## src/rtl/serial_add_ctrl_pkg.sv

```systemverilog
// Shared definitions for the bit-serial adder controllers: FSM state encoding and legal WIDTH range.
// The optional subtract feature is enabled in the controller by defining SERIAL_ADD_SUB_EN.
package serial_add_ctrl_pkg;

    typedef enum logic [1:0] {
        IDLE = 2'd0,
        RUN  = 2'd1,
        DONE = 2'd2
    } serial_state_t;

    localparam int WIDTH_MIN = 2;
    localparam int WIDTH_MAX = 32;

    function automatic bit widthIsLegal(input int width);
        return (width >= WIDTH_MIN) && (width <= WIDTH_MAX);
    endfunction

endpackage

```

## src/rtl/serial_add_ctrl_if.sv

```systemverilog
// Request/result bundle between a requesting datapath (master) and the serial adder controller (slave).
// The sub select is present only when SERIAL_ADD_SUB_EN is defined.
interface serial_add_ctrl_if #(
    parameter int WIDTH = 8
);

    logic             start;
    logic [WIDTH-1:0] a;
    logic [WIDTH-1:0] b;
    logic             cin;
`ifdef SERIAL_ADD_SUB_EN
    logic             sub;
`endif
    logic             busy;
    logic             done;
    logic [WIDTH-1:0] sum;
    logic             cout;

`ifdef SERIAL_ADD_SUB_EN
    modport master (
        output start, a, b, cin, sub,
        input  busy, done, sum, cout
    );

    modport slave (
        input  start, a, b, cin, sub,
        output busy, done, sum, cout
    );
`else
    modport master (
        output start, a, b, cin,
        input  busy, done, sum, cout
    );

    modport slave (
        input  start, a, b, cin,
        output busy, done, sum, cout
    );
`endif

endinterface

```

## src/rtl/serial_add_ctrl_fa_mux_cell.sv

```systemverilog
// One-bit full adder built only from two 4:1 multiplexers selected by {cin, b}.
// The operand a (or its inverse) is steered to the outputs, so no XOR/majority gates are needed.
module fa_mux_cell (
    input  logic a,
    input  logic b,
    input  logic cin,
    output logic sum,
    output logic cout
);

    logic [1:0] w_sel;

    assign w_sel = {cin, b};

    // sum mux legs: a, ~a, ~a, a ; carry mux legs: 0, a, a, 1
    always_comb begin
        sum  = a;
        cout = 1'b0;
        case (w_sel)
            2'b00: begin
                sum  = a;
                cout = 1'b0;
            end
            2'b01: begin
                sum  = ~a;
                cout = a;
            end
            2'b10: begin
                sum  = ~a;
                cout = a;
            end
            2'b11: begin
                sum  = a;
                cout = 1'b1;
            end
            default: begin
                sum  = a;
                cout = 1'b0;
            end
        endcase
    end

endmodule

```

## src/rtl/serial_add_ctrl.sv

```systemverilog
// Bit-serial adder controller: sequences one shared fa_mux_cell over WIDTH cycles, LSB first.
// Define SERIAL_ADD_SUB_EN to add the sub select (a - b via ~b and carry-in of 1).
module serial_add_ctrl
    import serial_add_ctrl_pkg::*;
#(
    parameter int WIDTH = 8
) (
    input  logic clk,
    input  logic rst_n,
    serial_add_ctrl_if.slave bus
);

    localparam int              CNT_W    = (WIDTH > 1) ? $clog2(WIDTH) : 1;
    localparam logic [CNT_W-1:0] LAST_CNT = CNT_W'(WIDTH - 1);

    serial_state_t    r_state;
    serial_state_t    w_nextState;
    logic [WIDTH-1:0] r_sa;
    logic [WIDTH-1:0] r_sb;
    logic [WIDTH-1:0] r_sum;
    logic             r_c;
    logic [CNT_W-1:0] r_cnt;

    logic             w_capture;
    logic             w_shift;
    logic [WIDTH-1:0] w_loadB;
    logic             w_loadC;
    logic             w_faSum;
    logic             w_faCout;

`ifdef SERIAL_ADD_SUB_EN
    // Subtraction is a + ~b + 1; cin is ignored when sub is selected.
    assign w_loadB = bus.sub ? ~bus.b : bus.b;
    assign w_loadC = bus.sub ? 1'b1   : bus.cin;
`else
    assign w_loadB = bus.b;
    assign w_loadC = bus.cin;
`endif

    fa_mux_cell u_fa (
        .a    (r_sa[0]),
        .b    (r_sb[0]),
        .cin  (r_c),
        .sum  (w_faSum),
        .cout (w_faCout)
    );

    always_comb begin
        w_nextState = r_state;
        w_capture   = 1'b0;
        w_shift     = 1'b0;
        case (r_state)
            IDLE: begin
                if (bus.start) begin
                    w_capture   = 1'b1;
                    w_nextState = RUN;
                end
            end
            RUN: begin
                w_shift = 1'b1;
                if (r_cnt == LAST_CNT) begin
                    w_nextState = DONE;
                end
            end
            DONE: begin
                // A start here restarts immediately so held-start streams have no idle gap.
                if (bus.start) begin
                    w_capture   = 1'b1;
                    w_nextState = RUN;
                end else begin
                    w_nextState = IDLE;
                end
            end
            default: begin
                w_nextState = IDLE;
            end
        endcase
    end

    always_ff @(posedge clk) begin
        if (!rst_n) begin
            r_state <= IDLE;
        end else begin
            r_state <= w_nextState;
        end
    end

    always_ff @(posedge clk) begin
        if (!rst_n) begin
            r_sa  <= '0;
            r_sb  <= '0;
            r_sum <= '0;
            r_c   <= 1'b0;
            r_cnt <= '0;
        end else if (w_capture) begin
            r_sa  <= bus.a;
            r_sb  <= w_loadB;
            r_sum <= '0;
            r_c   <= w_loadC;
            r_cnt <= '0;
        end else if (w_shift) begin
            r_sa  <= {1'b0, r_sa[WIDTH-1:1]};
            r_sb  <= {1'b0, r_sb[WIDTH-1:1]};
            r_sum <= {w_faSum, r_sum[WIDTH-1:1]};
            r_c   <= w_faCout;
            r_cnt <= r_cnt + 1'b1;
        end
    end

    assign bus.busy = (r_state == RUN);
    assign bus.done = (r_state == DONE);
    assign bus.sum  = r_sum;
    assign bus.cout = r_c;

endmodule

```

## src/flat_wrapper.sv

```systemverilog
// flat-port wrapper written by rule: the top's interface ports become plain ports
module serial_add_ctrl_flat import serial_add_ctrl_pkg::*;
#(
    parameter int WIDTH = 8
)
  (clk, rst_n, bus_start, bus_a, bus_b, bus_cin, bus_busy, bus_done, bus_sum, bus_cout);
  serial_add_ctrl_if #(.WIDTH(WIDTH)) bus_i ();
  input  logic clk;
  input  logic rst_n;
  input wire logic [$bits(bus_i.start)-1:0] bus_start;
  input wire logic [$bits(bus_i.a)-1:0] bus_a;
  input wire logic [$bits(bus_i.b)-1:0] bus_b;
  input wire logic [$bits(bus_i.cin)-1:0] bus_cin;
  output wire logic [$bits(bus_i.busy)-1:0] bus_busy;
  output wire logic [$bits(bus_i.done)-1:0] bus_done;
  output wire logic [$bits(bus_i.sum)-1:0] bus_sum;
  output wire logic [$bits(bus_i.cout)-1:0] bus_cout;
  assign bus_i.start = bus_start;
  assign bus_i.a = bus_a;
  assign bus_i.b = bus_b;
  assign bus_i.cin = bus_cin;
  assign bus_busy = bus_i.busy;
  assign bus_done = bus_i.done;
  assign bus_sum = bus_i.sum;
  assign bus_cout = bus_i.cout;
  serial_add_ctrl #(.WIDTH(WIDTH)) u_core (.clk(clk), .rst_n(rst_n), .bus(bus_i));
endmodule
```

## config.mk

```make
export PLATFORM = sky130hd
export DESIGN_NAME = serial_add_ctrl_flat
export DESIGN_NICKNAME = d
export VERILOG_FILES = /design/src/rtl/serial_add_ctrl_pkg.sv /design/src/rtl/serial_add_ctrl_if.sv /design/src/rtl/serial_add_ctrl_fa_mux_cell.sv /design/src/rtl/serial_add_ctrl.sv /design/src/flat_wrapper.sv
export SDC_FILE = /design/constraint.sdc
export NUM_CORES = 1
export LEC_CHECK = 0
export BUFFER_PORTS_ARGS = -buffer_cell sky130_fd_sc_hd__buf_2
export CORE_ASPECT_RATIO = 0.75
export CORE_MARGIN = 2
export CORE_UTILIZATION = 43
export CTS_BUF_LIST = sky130_fd_sc_hd__clkbuf_2 sky130_fd_sc_hd__clkbuf_4 sky130_fd_sc_hd__clkbuf_8
export CTS_CLUSTER_DIAMETER = 40
export DETAILED_ROUTE_END_ITERATION = 16
export HOLD_SLACK_MARGIN = 0.02
export MAX_ROUTING_LAYER = met4
export PLACE_DENSITY = 0.67
export SLEW_MARGIN = 20
export SYNTH_ARGS = -nofsm -noshare
export SYNTH_HDL_FRONTEND = slang
export SYNTH_SLANG_ARGS = --single-unit
```

## constraint.sdc

```tcl
create_clock -name clk -period 1.2 [get_ports clk]
set_input_delay 0.12 -clock clk [delete_from_list [all_inputs] [get_ports clk]]
set_output_delay 0.12 -clock clk [all_outputs]
set_load 0.05 [all_outputs]
```

==> impl_metrics.sql <==
INSERT INTO impl_metrics (metric_group, metric, value, unit) VALUES
('outcome', 'status', 'finished, final reports clean', ''),
('die', 'floorplan.initialDensity', '44.1', '%'),
('yosys', 'synth-seq-cells', '30', ''),
('yosys', 'synth.most_common_cell', 'nand2_1', ''),
('setup_path', 'critPathLaunchType', 'flip-flop', ''),
('timing', 'max_freq', '868', 'MHz'),
('yosys', 'ys_top_cells_by_area', 'dfxtp_1 (47%), nand2_1 (11%), o221ai_1 (4.8%)', ''),
('power_and_ir_drop', 'vdd_ir_drop_max', '0.873', 'mV'),
('cts', 'number_of_sinks_on_the_clock_net', '30', ''),
('timing', 'report.final.slew_viol_count', '0', ''),
('cells_and_area', 'nets', '200', ''),
('yosys', 'yosysSeqAreaShare', '47.4', '%'),
('die', 'die_area', '3400', 'sq um'),
('timing', 'hold_viol', '0', ''),
('placement', 'place_congestion', '0.731', ''),
('timing', 'fin_crit', '1.15', 'ns'),
('cts', 'cts_tree', 'built', ''),
('grt', 'pin_count_of_the_biggest_net_entering_global_routing', '23', ''),
('yosys', 'ys_async_sr_fraction', '0', '%'),
('cells_and_area', 'antenna-diode-count', '0', ''),
('detailed_routing', 'drtPass1Iterations', '4', ''),
('yosys', 'postSynthCellCount', '144', ''),
('power_and_ir_drop', 'cellPowerDensity', '1450', 'nW/um^2'),
('yosys', 'synth.top_cells.by_count', 'nand2_1 (37), dfxtp_1 (30), a21oi_1 (10), nor2_1 (8)', ''),
('placement', 'placement.io_buffers', '30', ''),
('detailed_routing', 'detailroute.via_count', '1090', ''),
('timing', 'grt_setup_unrepaired', 'false', ''),
('grt', 'grt_pass1_vias', '1002', ''),
('timing', 'min_period_over_period', '96.0', '%'),
('cells_and_area', 'final_layout_size_suffix_gt1_share', '30.9', '%'),
('detailed_routing', 'viasPerCell', '5.05', ''),
('grt', 'globalRouteMet3Util', '5.29', '%'),
('cells_and_area', 'design_area', '1570', 'sq um'),
('grt', 'use_met1', '22.7', '%'),
('detailed_routing', 'detail_route.wl_per_cell', '12.3', 'um'),
('timing', 'worstMarginPinSlew', '0.303', 'ns'),
('setup_path', 'critPathRequiredTime', '1.08', 'ns'),
('cells_and_area', 'finish.utilization', '54.6', '%'),
('cells_and_area', 'combined_area_of_the_multi_input_logic_cells', '559', 'sq um'),
('grt', 'grt-ovfl-total', '0', ''),
('yosys', 'ys.flop_type', 'dfxtp_1', ''),
('die', 'core-area', '2870', 'sq um'),
('yosys', 'number_of_synthesized_flops_with_an_enable_pin', '0', ''),
('detailed_routing', 'dr.first_iter.drc_count', '71', ''),
('cts', 'cts_buffers', '5', ''),
('grt', 'global_route.usage.total', '17.7', '%'),
('setup_path', 'timing.setup.critical_path_class', 'flip-flop to output pin', ''),
('cts', 'hold_buffers', '0', ''),
('die', 'die_width', '66.7', 'um'),
('timing', 'totalNegativeSetupSlack', '0', 'ns'),
('grt', 'gr-max-usage-layer', 'met2', ''),
('grt', 'grt_use_met2', '25.7', '%'),
('die', 'boundaryPins', '31', ''),
('timing', 'finClkSkew', '0.00649', 'ns'),
('cells_and_area', 'synthToLayoutAreaGrowth', '23.8', '%'),
('cts', 'clock_insertion_delay_worst_skew', '0.28', 'ns'),
('timing', 'timing.hold.ws', '0.0843', 'ns'),
('flow_run', 'max_cap_violations', '0', ''),
('setup_path', 'timing.critical_path.fanout_max', '14', ''),
('power_and_ir_drop', 'cellLeakagePower', '0.641', 'nW'),
('cts', 'worst_setup_hold_path_clk_slew', '0.06', 'ns'),
('detailed_routing', 'drt_drc_violations_left', '0', ''),
('yosys', 'synth.yosys.warnings', '0', ''),
('yosys', 'synth_cell_types', '27', ''),
('cts', 'cts.path.max_buffers', '2', ''),
('hold_path', 'holdCritPathClass', 'primary input to flip-flop', ''),
('setup_path', 'worst-endpoint-arrival', '1.03', 'ns'),
('yosys', 'syn_nets', '167', ''),
('cells_and_area', 'nFillCells', '277', ''),
('placement', 'hpwl', '1740', 'um'),
('timing', 'max_slew_margin', '79.8', '%');
[critical path, cell delays in order (launching register included)]
cell and delay (ns):
dfxtp_1 0.31, nand2b_4 0.20, inv_16 0.11, buf_12 0.13
[stage by stage]
step | cells | worst slack (ns) | power (W)
2_1_floorplan | 144 | 0.0365 | 0.00135
6_report | 216 | 0.0479 | 0.00227
4_1_cts | 214 | 0.00616 | 0.00229
3_3_place_gp | 205 | 0.00810 | 0.00141
3_5_place_dp | 205 | -0.0252 | 0.00142
5_1_grt | 216 | 0.00706 | 0.00238
[repair_timing]
action,4_1_cts,5_1_grt
buffers inserted,0,2
endpoints found under the setup margin,17,29
resized for setup,9,2
cloned,1,0
[registers in the layout, indices dropped and copies added, names as in the netlist]
name             cells
u_core.bus.sum       8
u_core.r_sb          8
u_core.r_state       2
u_core.bus.cout      1
u_core.r_cnt         3
u_core.r_sa          8
[power breakdown]
| group | total (W) | internal [W] | switching (W) |
|---|---|---|---|
| registers | 0.00110 | 0.00106 | 0.0000382 |
| logic | 0.000342 | 0.000142 | 0.000201 |
| clock network | 0.000837 | 0.000460 | 0.000377 |
[final timing paths]
path / slack [ns] / to / depth (start not counted) / startpoint
setup / recovery: 0.05 / bus_busy / 3 / u_core.r_state[1]
hold / removal: 0.08 / u_core.r_sa[7] / 3 / bus_a[7]
setup reg to reg: 0.06 / u_core.r_sb[5] / 4 / u_core.r_state[0]
hold reg to reg: 0.45 / u_core.bus.sum[0] / 2 / u_core.bus.sum[0]
[cell type report]
| class | count | area share, % |
|---|---|---|
| clock buffers | 6 | 5.27 |
| clock inverters | 2 | 0.798 |
| inverters | 1 | 1.28 |
| multi-input cells | 101 | 35.7 |
| flip-flops and latches | 30 | 38.5 |
| well taps | 38 | 3.03 |
| repair buffers | 37 | 14.9 |
| repair inverters | 1 | 0.559 |
[layout by cell type (no fill, tap or decap), drive strengths merged]
cell type,count
a22oi,2
nor3,7
nor2,8
clkinv,1
a21oi,12
o21ai,7
dfxtp,30
nand3,2
nand2b,2
xnor2,1
ha,2
clkinvlp,1
and3,1
buf,37
nand2,38
and2,1
inv,2
fa,1
o221ai,7
clkbuf,6
a31oi,6
nor2b,2
a21boi,2
[logic make-up after synthesis]
group / Yosys count / synth area share (%)
AOI/OAI and AO/OA: 36 / 18.8
and+or+nand+nor: 61 / 20.4
xor gates and xnor gates: 1 / 0.692
DFF: 30 / 47.4
adders and majority gates: 3 / 3.56
buffers and inverters: 13 / 9.19
[per-layer routing]
metal  vias to the layer above  routed length (um)
li1                        563                   -
met1                       492                1220
met2                        32                1230
met3                         3                 176
met4                         0                  30
met5                         -                   0
(Power assumes the default switching activity.)
